### config.mk
export PLATFORM = sky130hd
export DESIGN_NAME = calc_ctrl_param
export DESIGN_NICKNAME = d
export VERILOG_FILES = /design/src/rtl/calc_pkg.sv /design/src/rtl/btn_release.sv /design/src/rtl/calc_ctrl_param.sv
export SDC_FILE = /design/constraint.sdc
export NUM_CORES = 1
export LEC_CHECK = 0
export CORE_MARGIN = 1
export CORE_UTILIZATION = 55
export CTS_BUF_LIST = sky130_fd_sc_hd__clkbuf_4
export CTS_CLUSTER_DIAMETER = 80
export DETAILED_ROUTE_END_ITERATION = 8
export GPL_TIMING_DRIVEN = 0
export PLACE_DENSITY = 0.77
export SYNTH_ARGS = -nofsm -noshare
export SYNTH_HDL_FRONTEND = slang
export SYNTH_HIERARCHICAL = 1
export SYNTH_SLANG_ARGS = --single-unit
export TNS_END_PERCENT = 50
### constraint.sdc
create_clock -name CLK -period 3.1 [get_ports CLK]
set_input_delay 0.62 -clock CLK [delete_from_list [all_inputs] [get_ports CLK]]
set_output_delay 0.62 -clock CLK [all_outputs]
set_load 0.1 [all_outputs]
### src/rtl/calc_pkg.sv
// Shared encodings for the parametrised calculator controller: state codes seen on ESTADO,
// button bit positions and the button priority resolver.
package calc_pkg;

  typedef enum logic [2:0] {
    StOff  = 3'd0,
    StSoma = 3'd1,
    StSub  = 3'd2,
    StMult = 3'd3,
    StOn   = 3'd4,
    StDiv  = 3'd5
  } calc_state_e;

  localparam int unsigned BTN_SOMA  = 0;
  localparam int unsigned BTN_SUB   = 1;
  localparam int unsigned BTN_MULT  = 2;
  localparam int unsigned BTN_DIV   = 3;
  localparam int unsigned BTN_ONOFF = 4;
  localparam int unsigned NUM_BTN   = 5;

  // Keep only the highest-priority pulse: On/Off > Div > Mult > Sub > Soma.
  function automatic logic [NUM_BTN-1:0] prio_pick(input logic [NUM_BTN-1:0] p);
    logic [NUM_BTN-1:0] sel;
    sel = '0;
    if (p[BTN_ONOFF])     sel[BTN_ONOFF] = 1'b1;
    else if (p[BTN_DIV])  sel[BTN_DIV]   = 1'b1;
    else if (p[BTN_MULT]) sel[BTN_MULT]  = 1'b1;
    else if (p[BTN_SUB])  sel[BTN_SUB]   = 1'b1;
    else if (p[BTN_SOMA]) sel[BTN_SOMA]  = 1'b1;
    return sel;
  endfunction

endpackage

### src/rtl/btn_release.sv
// One active-low push-button: 2-FF synchroniser, DEB-sample debounce and a one-cycle pulse
// on each accepted release (0 -> 1). Raw release to pulse is 2 + DEB cycles.
module btn_release #(
  parameter int unsigned DEB = 4
) (
  input  logic CLK,
  input  logic RST_N,
  input  logic raw,
  output logic pulse
);

  localparam int unsigned CntW = (DEB > 1) ? $clog2(DEB) : 1;

  logic            sync1_q, sync2_q;
  logic            level_q, level_d;
  logic [CntW-1:0] cnt_q, cnt_d;
  logic            pulse_q, pulse_d;

  always_comb begin
    level_d = level_q;
    cnt_d   = '0;
    pulse_d = 1'b0;
    if (sync2_q != level_q) begin
      if (cnt_q == CntW'(DEB - 1)) begin
        level_d = sync2_q;
        pulse_d = sync2_q;
      end else begin
        cnt_d = cnt_q + CntW'(1);
      end
    end
  end

  always_ff @(posedge CLK or negedge RST_N) begin
    if (!RST_N) begin
      sync1_q <= 1'b1;
      sync2_q <= 1'b1;
      level_q <= 1'b1;
      cnt_q   <= '0;
      pulse_q <= 1'b0;
    end else begin
      sync1_q <= raw;
      sync2_q <= sync1_q;
      level_q <= level_d;
      cnt_q   <= cnt_d;
      pulse_q <= pulse_d;
    end
  end

  assign pulse = pulse_q;

endmodule

### src/rtl/calc_ctrl_param.sv
// Calculator controller: button release decoding, OFF/ON/operation FSM, one-cycle add/sub and
// W-cycle shift-add multiply / restoring divide sharing one work register. Requires W >= 2.
module calc_ctrl_param #(
  parameter int unsigned W   = 7,
  parameter int unsigned DEB = 4
) (
  input  logic           CLK,
  input  logic           RST_N,
  input  logic [4:0]     B,
  input  logic [W-1:0]   N1,
  input  logic [W-1:0]   N2,
  output logic [2*W-1:0] RESULT,
  output logic           NEG,
  output logic           ERR,
  output logic           BUSY,
  output logic           VALID,
  output logic [2:0]     ESTADO
);
  import calc_pkg::*;

  localparam int unsigned CntW = $clog2(W + 1);

  logic [NUM_BTN-1:0] pulse, sel;
  calc_state_e        state_q, state_d, req;

  logic [2*W-1:0] result_q, result_d, acc_q, acc_d, acc_next;
  logic           neg_q, neg_d, err_q, err_d, busy_q, busy_d, valid_q, valid_d;
  logic [W-1:0]   snap_n1_q, snap_n1_d, snap_n2_q, snap_n2_d;
  logic [CntW-1:0] cnt_q, cnt_d;
  logic           start;
  logic [W:0]     add_sum, mul_sum, div_top;
  logic [W-1:0]   sub_mag, div_rem;

  for (genvar i = 0; i < NUM_BTN; i++) begin : g_btn
    btn_release #(.DEB(DEB)) u_btn (
      .CLK  (CLK),
      .RST_N(RST_N),
      .raw  (B[i]),
      .pulse(pulse[i])
    );
  end

  always_comb begin
    sel     = prio_pick(pulse);
    state_d = state_q;
    req     = StSoma;
    if (sel[BTN_DIV])       req = StDiv;
    else if (sel[BTN_MULT]) req = StMult;
    else if (sel[BTN_SUB])  req = StSub;
    if (state_q == StOff) begin
      if (sel[BTN_ONOFF]) state_d = StOn;
    end else if (sel[BTN_ONOFF]) begin
      state_d = StOff;
    end else if (sel != '0) begin
      state_d = (req == state_q) ? StOn : req;
    end
  end

  // One iteration of the active engine; MULT shifts right, DIV shifts left.
  always_comb begin
    add_sum = {1'b0, N1} + {1'b0, N2};
    sub_mag = (N1 >= N2) ? (N1 - N2) : (N2 - N1);
    mul_sum = {1'b0, acc_q[2*W-1:W]} + {1'b0, snap_n1_q};
    div_top = acc_q[2*W-1:W-1];
    div_rem = div_top[W-1:0] - snap_n2_q;
    if (state_q == StDiv) begin
      if (div_top >= {1'b0, snap_n2_q}) acc_next = {div_rem, acc_q[W-2:0], 1'b1};
      else                              acc_next = {div_top[W-1:0], acc_q[W-2:0], 1'b0};
    end else begin
      if (acc_q[0]) acc_next = {mul_sum, acc_q[W-1:1]};
      else          acc_next = {1'b0, acc_q[2*W-1:1]};
    end
  end

  always_comb begin
    result_d  = result_q;
    neg_d     = neg_q;
    err_d     = err_q;
    busy_d    = busy_q;
    valid_d   = valid_q;
    snap_n1_d = snap_n1_q;
    snap_n2_d = snap_n2_q;
    cnt_d     = cnt_q;
    acc_d     = acc_q;
    start     = 1'b0;

    if (state_d != state_q) begin
      // Any transition drops status and discards an in-flight iteration.
      valid_d = 1'b0;
      neg_d   = 1'b0;
      err_d   = 1'b0;
      busy_d  = 1'b0;
      if (state_d == StOff || state_d == StOn) result_d = '0;
      start = (state_d == StMult || state_d == StDiv);
    end else if ((state_q == StMult || state_q == StDiv) &&
                 (N1 != snap_n1_q || N2 != snap_n2_q)) begin
      start = 1'b1;
    end else begin
      unique case (state_q)
        StSoma: begin
          result_d = {{(W-1){1'b0}}, add_sum};
          neg_d    = 1'b0;
          valid_d  = 1'b1;
        end
        StSub: begin
          result_d = {{W{1'b0}}, sub_mag};
          neg_d    = (N1 < N2);
          valid_d  = 1'b1;
        end
        StMult, StDiv: begin
          if (busy_q) begin
            acc_d = acc_next;
            cnt_d = cnt_q + CntW'(1);
            if (cnt_q == CntW'(W - 1)) begin
              result_d = acc_next;
              busy_d   = 1'b0;
              valid_d  = 1'b1;
            end
          end else if (state_q == StDiv && snap_n2_q == '0) begin
            result_d = '0;
            err_d    = 1'b1;
            valid_d  = 1'b1;
          end
        end
        default: begin
          result_d = '0;
          neg_d    = 1'b0;
          err_d    = 1'b0;
          busy_d   = 1'b0;
          valid_d  = 1'b0;
        end
      endcase
    end

    if (start) begin
      snap_n1_d = N1;
      snap_n2_d = N2;
      cnt_d     = '0;
      valid_d   = 1'b0;
      err_d     = 1'b0;
      busy_d    = !(state_d == StDiv && N2 == '0);
      acc_d     = (state_d == StDiv) ? {{W{1'b0}}, N1} : {{W{1'b0}}, N2};
    end
  end

  always_ff @(posedge CLK or negedge RST_N) begin
    if (!RST_N) begin
      state_q   <= StOff;
      result_q  <= '0;
      neg_q     <= 1'b0;
      err_q     <= 1'b0;
      busy_q    <= 1'b0;
      valid_q   <= 1'b0;
      snap_n1_q <= '0;
      snap_n2_q <= '0;
      cnt_q     <= '0;
      acc_q     <= '0;
    end else begin
      state_q   <= state_d;
      result_q  <= result_d;
      neg_q     <= neg_d;
      err_q     <= err_d;
      busy_q    <= busy_d;
      valid_q   <= valid_d;
      snap_n1_q <= snap_n1_d;
      snap_n2_q <= snap_n2_d;
      cnt_q     <= cnt_d;
      acc_q     <= acc_d;
    end
  end

  assign RESULT = result_q;
  assign NEG    = neg_q;
  assign ERR    = err_q;
  assign BUSY   = busy_q;
  assign VALID  = valid_q;
  assign ESTADO = state_q;

endmodule

==> results by group <==
Worst hold path
  • Min-Delay Path Class: in2async

Logic synthesis
  • Ys Warns: 6
  • EDFF count, synth: 0
  • Share of the synthesized area in the top cell type: 0.2941
  • Post-Syn Area per Cell: 9.360 sq um
  • Netlist Area Pre-Place: roughly 5700 sq um
  • #FFs+latches synth: 82
  • Post-Syn Instances: around 610
  • Post-synth ARST share: 1.000
  • Synth area leader: dfrtp_1
  • Sequential share of the synthesized area: 0.3633
  • Distinct cells, synth: 73
  • Synth area leaders: dfrtp_1 29%, ha_1 9.0%, dfstp_2 6.9%
  • Post-synth net total: ~680
  • Ys flop type: dfrtp_1

Drt
  • WL final: 15,360 microns
  • Drt drc: 0
  • DRT Pass-1 Iters: 6
  • Vias/cell: 6.194
  • DRT iter0 DRCs: roughly 380
  • WL/cell: around 19 microns
  • Total number of vias: 5,023
  • Detail Route Antenna Nets: 0

Power and ir drop
  • PD cells: between 400 and 500 nW/um^2
  • Leak: 0.003020 uW
  • Peak supply drop: 0.3555 mV
  • Design Power: 2768 uW

Timing
  • Worst-Margin Slew: just under 1000 ps
  • Post-Route Setup TNS: -413.2 ps
  • Final Max Slew Viols: 0
  • Highest clock rate: roughly 320 MHz
  • Tmin final: 3160 ps
  • Final setup violation count: 11
  • RSZ-0062 raised after global routing: yes
  • Fin crit share: 1.019
  • Final hold vios: 0
  • Clock Skews: 20.44 ps
  • Min Hold Slack: roughly 43 ps
  • Setup ws final: -59.90 ps
  • Slew headroom: 0.3429

Global routing
  • Pin count of the biggest net entering global routing: between 60 and 70
  • Global-route wire length before repair: 24,860 microns
  • Initial antenna violation count: 0
  • Vias in the first global route: 4,962
  • Global Route Usage Sum: 0.2903
  • Grt total ovfl: 0

Worst setup path
  • CP endpoint kind: register
  • CP peak stage delay: 550 ps
  • Critical path data arrival time: about 3500 ps
  • Worst R2R Setup Slack: -60 ps
  • Worst path required time: between 3000 and 4000 ps
  • Critical path class: reg2reg
  • Crit-path cells: or3b_4 > o31a_1 > o32ai_4 > buf_12 > a311oi_4 > a2111oi_2 > a31oi_4 > and2_1 > buf_6 > a311o_1
  • Worst setup SP type: register
  • Max stage delay cell, worst path: a2111oi_2
  • Family with the most delay on the worst path: compound AO/OA/AOI/OAI gates
  • CP bufs+invs: 2
  • Crit Path Max Fanout: 10

Outcome
  • Outcome: finished with violations
  • Failing checks: negative setup slack

Finish
  • Most common cell after layout, fill and taps aside: dfrtp_1
  • Share of layout cells above drive strength 1: 0.1740
  • Area grow syn2layout: 18.06%
  • Non-filler cells, final: 811
  • Diodes inserted: 0
  • Final nets: 740
  • Commonest non-fill, non-tap cells in the layout: 63 x dfrtp_1, 49 x nor2_1, 41 x nand2_1

Clock network
  • Clock root buffer: clkbuf_4
  • Clock sinks: 82
  • # hold bufs at CTS: 0
  • CTS clk-pin slew, worst paths: 140 ps
  • CTS tree: yes
  • Worst skew pair latency: 420 ps
  • Deepest clock path buffer count: 2
  • H-tree levels: 3
  • CTS buffer count: 9

Floorplan
  • Starting Density: 0.5753
  • Die X: 103.8 microns
  • Die height: approximately 100 microns
  • I/O pins: 42
  • Core Rows: 36
  • Die area: 10,780 sq um
  • Core Region: 9910 sq um

Place
  • PortBufs: around 40
  • GPL Wtd Cong: between 0.9 and 1
  • Post-placement cell count: 784
  • Final HPWL DP: 11,470 microns

Run
  • Max-Cap Viols: 0
==> layer usage <==
metal	vias up	share of wire	global-route usage
met5	-	0	0
met4	0	0.037	0.1020
met3	43	0.055	0.04909
met2	167	0.48	0.4790
met1	2472	0.43	0.3850
li1	2341	-	-
==> state kept, by name, summed over array words and instances (netlist names), 3 cells and up <==
| signal | flops |
|---|---|
| cnt_q | 3 |
| ESTADO | 3 |
| g_btn.u_btn/level_q | 5 |
| RESULT | 14 |
| g_btn.u_btn/sync1_q | 5 |
| g_btn.u_btn/pulse | 5 |
| snap_n2_q | 7 |
| g_btn.u_btn/cnt_q | 10 |
| acc_q | 14 |
| snap_n1_q | 7 |
| g_btn.u_btn/sync2_q | 5 |
==> cells in the mapped netlist, types with 11 or more instances <==
cell type and instances:
a21o_1 12, a21oi_1 41, clkbuf_1 15, dfrtp_1 67
dfstp_2 15, ha_1 41, inv_1 39, mux2i_1 15
nand2_1 41, nand3_1 24, nand4_1 11, nor2_1 50
nor2b_1 13, nor3_1 15, o21ai_0 33, xnor2_1 22
==> cell type report <==
type | instances | area (sq um)
plain buffers | 22 | 132.6
clock inverters | 6 | 90.09
fillers | 808 | 3179
multi-input cells | 463 | 3502
well taps | 133 | 166.4
repair buffers | 55 | 536.8
inverters | 40 | 151.4
clock buffers | 10 | 75.07
flip-flops and latches | 82 | 2076
==> what timing repair did <==
item | CTS | global route
setup buffers | 7 | 6
hold endpoints to repair | 0 | 0
endpoints found under the setup margin | 48 | 45
gates resized for setup | 30 | 26
pin swaps | 3 | 5
==> worst reg2reg max path, delay by kind of cell, from the launching register on <==
kind,cells,cell delay [ps]
compound gates,6,1620
buf+inv,2,320
flops,1,470
simple gates,2,630
==> metrics by stage <==
stage	cell area (sq um)	utilization	setup WS, ps
after floorplan	5704	-	29.81
after global placement	6281	0.6338	-1710
after detailed placement	6306	0.6364	-1144
after CTS	6579	0.6639	-7.874
after global routing	6730	0.6792	-112.6
final	6730	0.6792	-59.90
==> path summary, 6_finish.rpt <==
| check | startpoint | end | depth (start not counted) |
|---|---|---|---|
| max | g_btn[3].u_btn/pulse$_DFF_PN0_ | acc_q[3]$_DFFE_PN0P_ | 10 |
| min | RST_N | snap_n2_q[5]$_DFFE_PN0P_ | 1 |
| max reg2reg | g_btn[3].u_btn/pulse$_DFF_PN0_ | acc_q[3]$_DFFE_PN0P_ | 10 |
| min reg2reg | g_btn[0].u_btn/sync1_q$_DFF_PN1_ | g_btn[0].u_btn/sync2_q$_DFF_PN1_ | 0 |
| max in group asynchronous | RST_N | g_btn[3].u_btn/level_q$_DFFE_PN1P_ | 2 |
| min in group CLK | g_btn[0].u_btn/sync1_q$_DFF_PN1_ | g_btn[0].u_btn/sync2_q$_DFF_PN1_ | 0 |
==> cells by family (layout without fill, tap and decap cells) <==
logic type      after synthesis  count (layout)  synth area share
simple gates                191             191            0.1712
compound gates              169             169            0.2109
flops                        82              82            0.3633
buf+inv                      64             133           0.04850
fa+ha+maj                    46              46            0.1076
xor+xnor                     29              29           0.04587
mux                          28              28           0.05268
==> where the power goes <==
part           switching (uW)  internal [uW]  leakage [uW]
registers                92.7           1210       0.00103
clock network             376            339     0.0000870
logic                     418            329       0.00191
(Power assumes the default switching activity.)
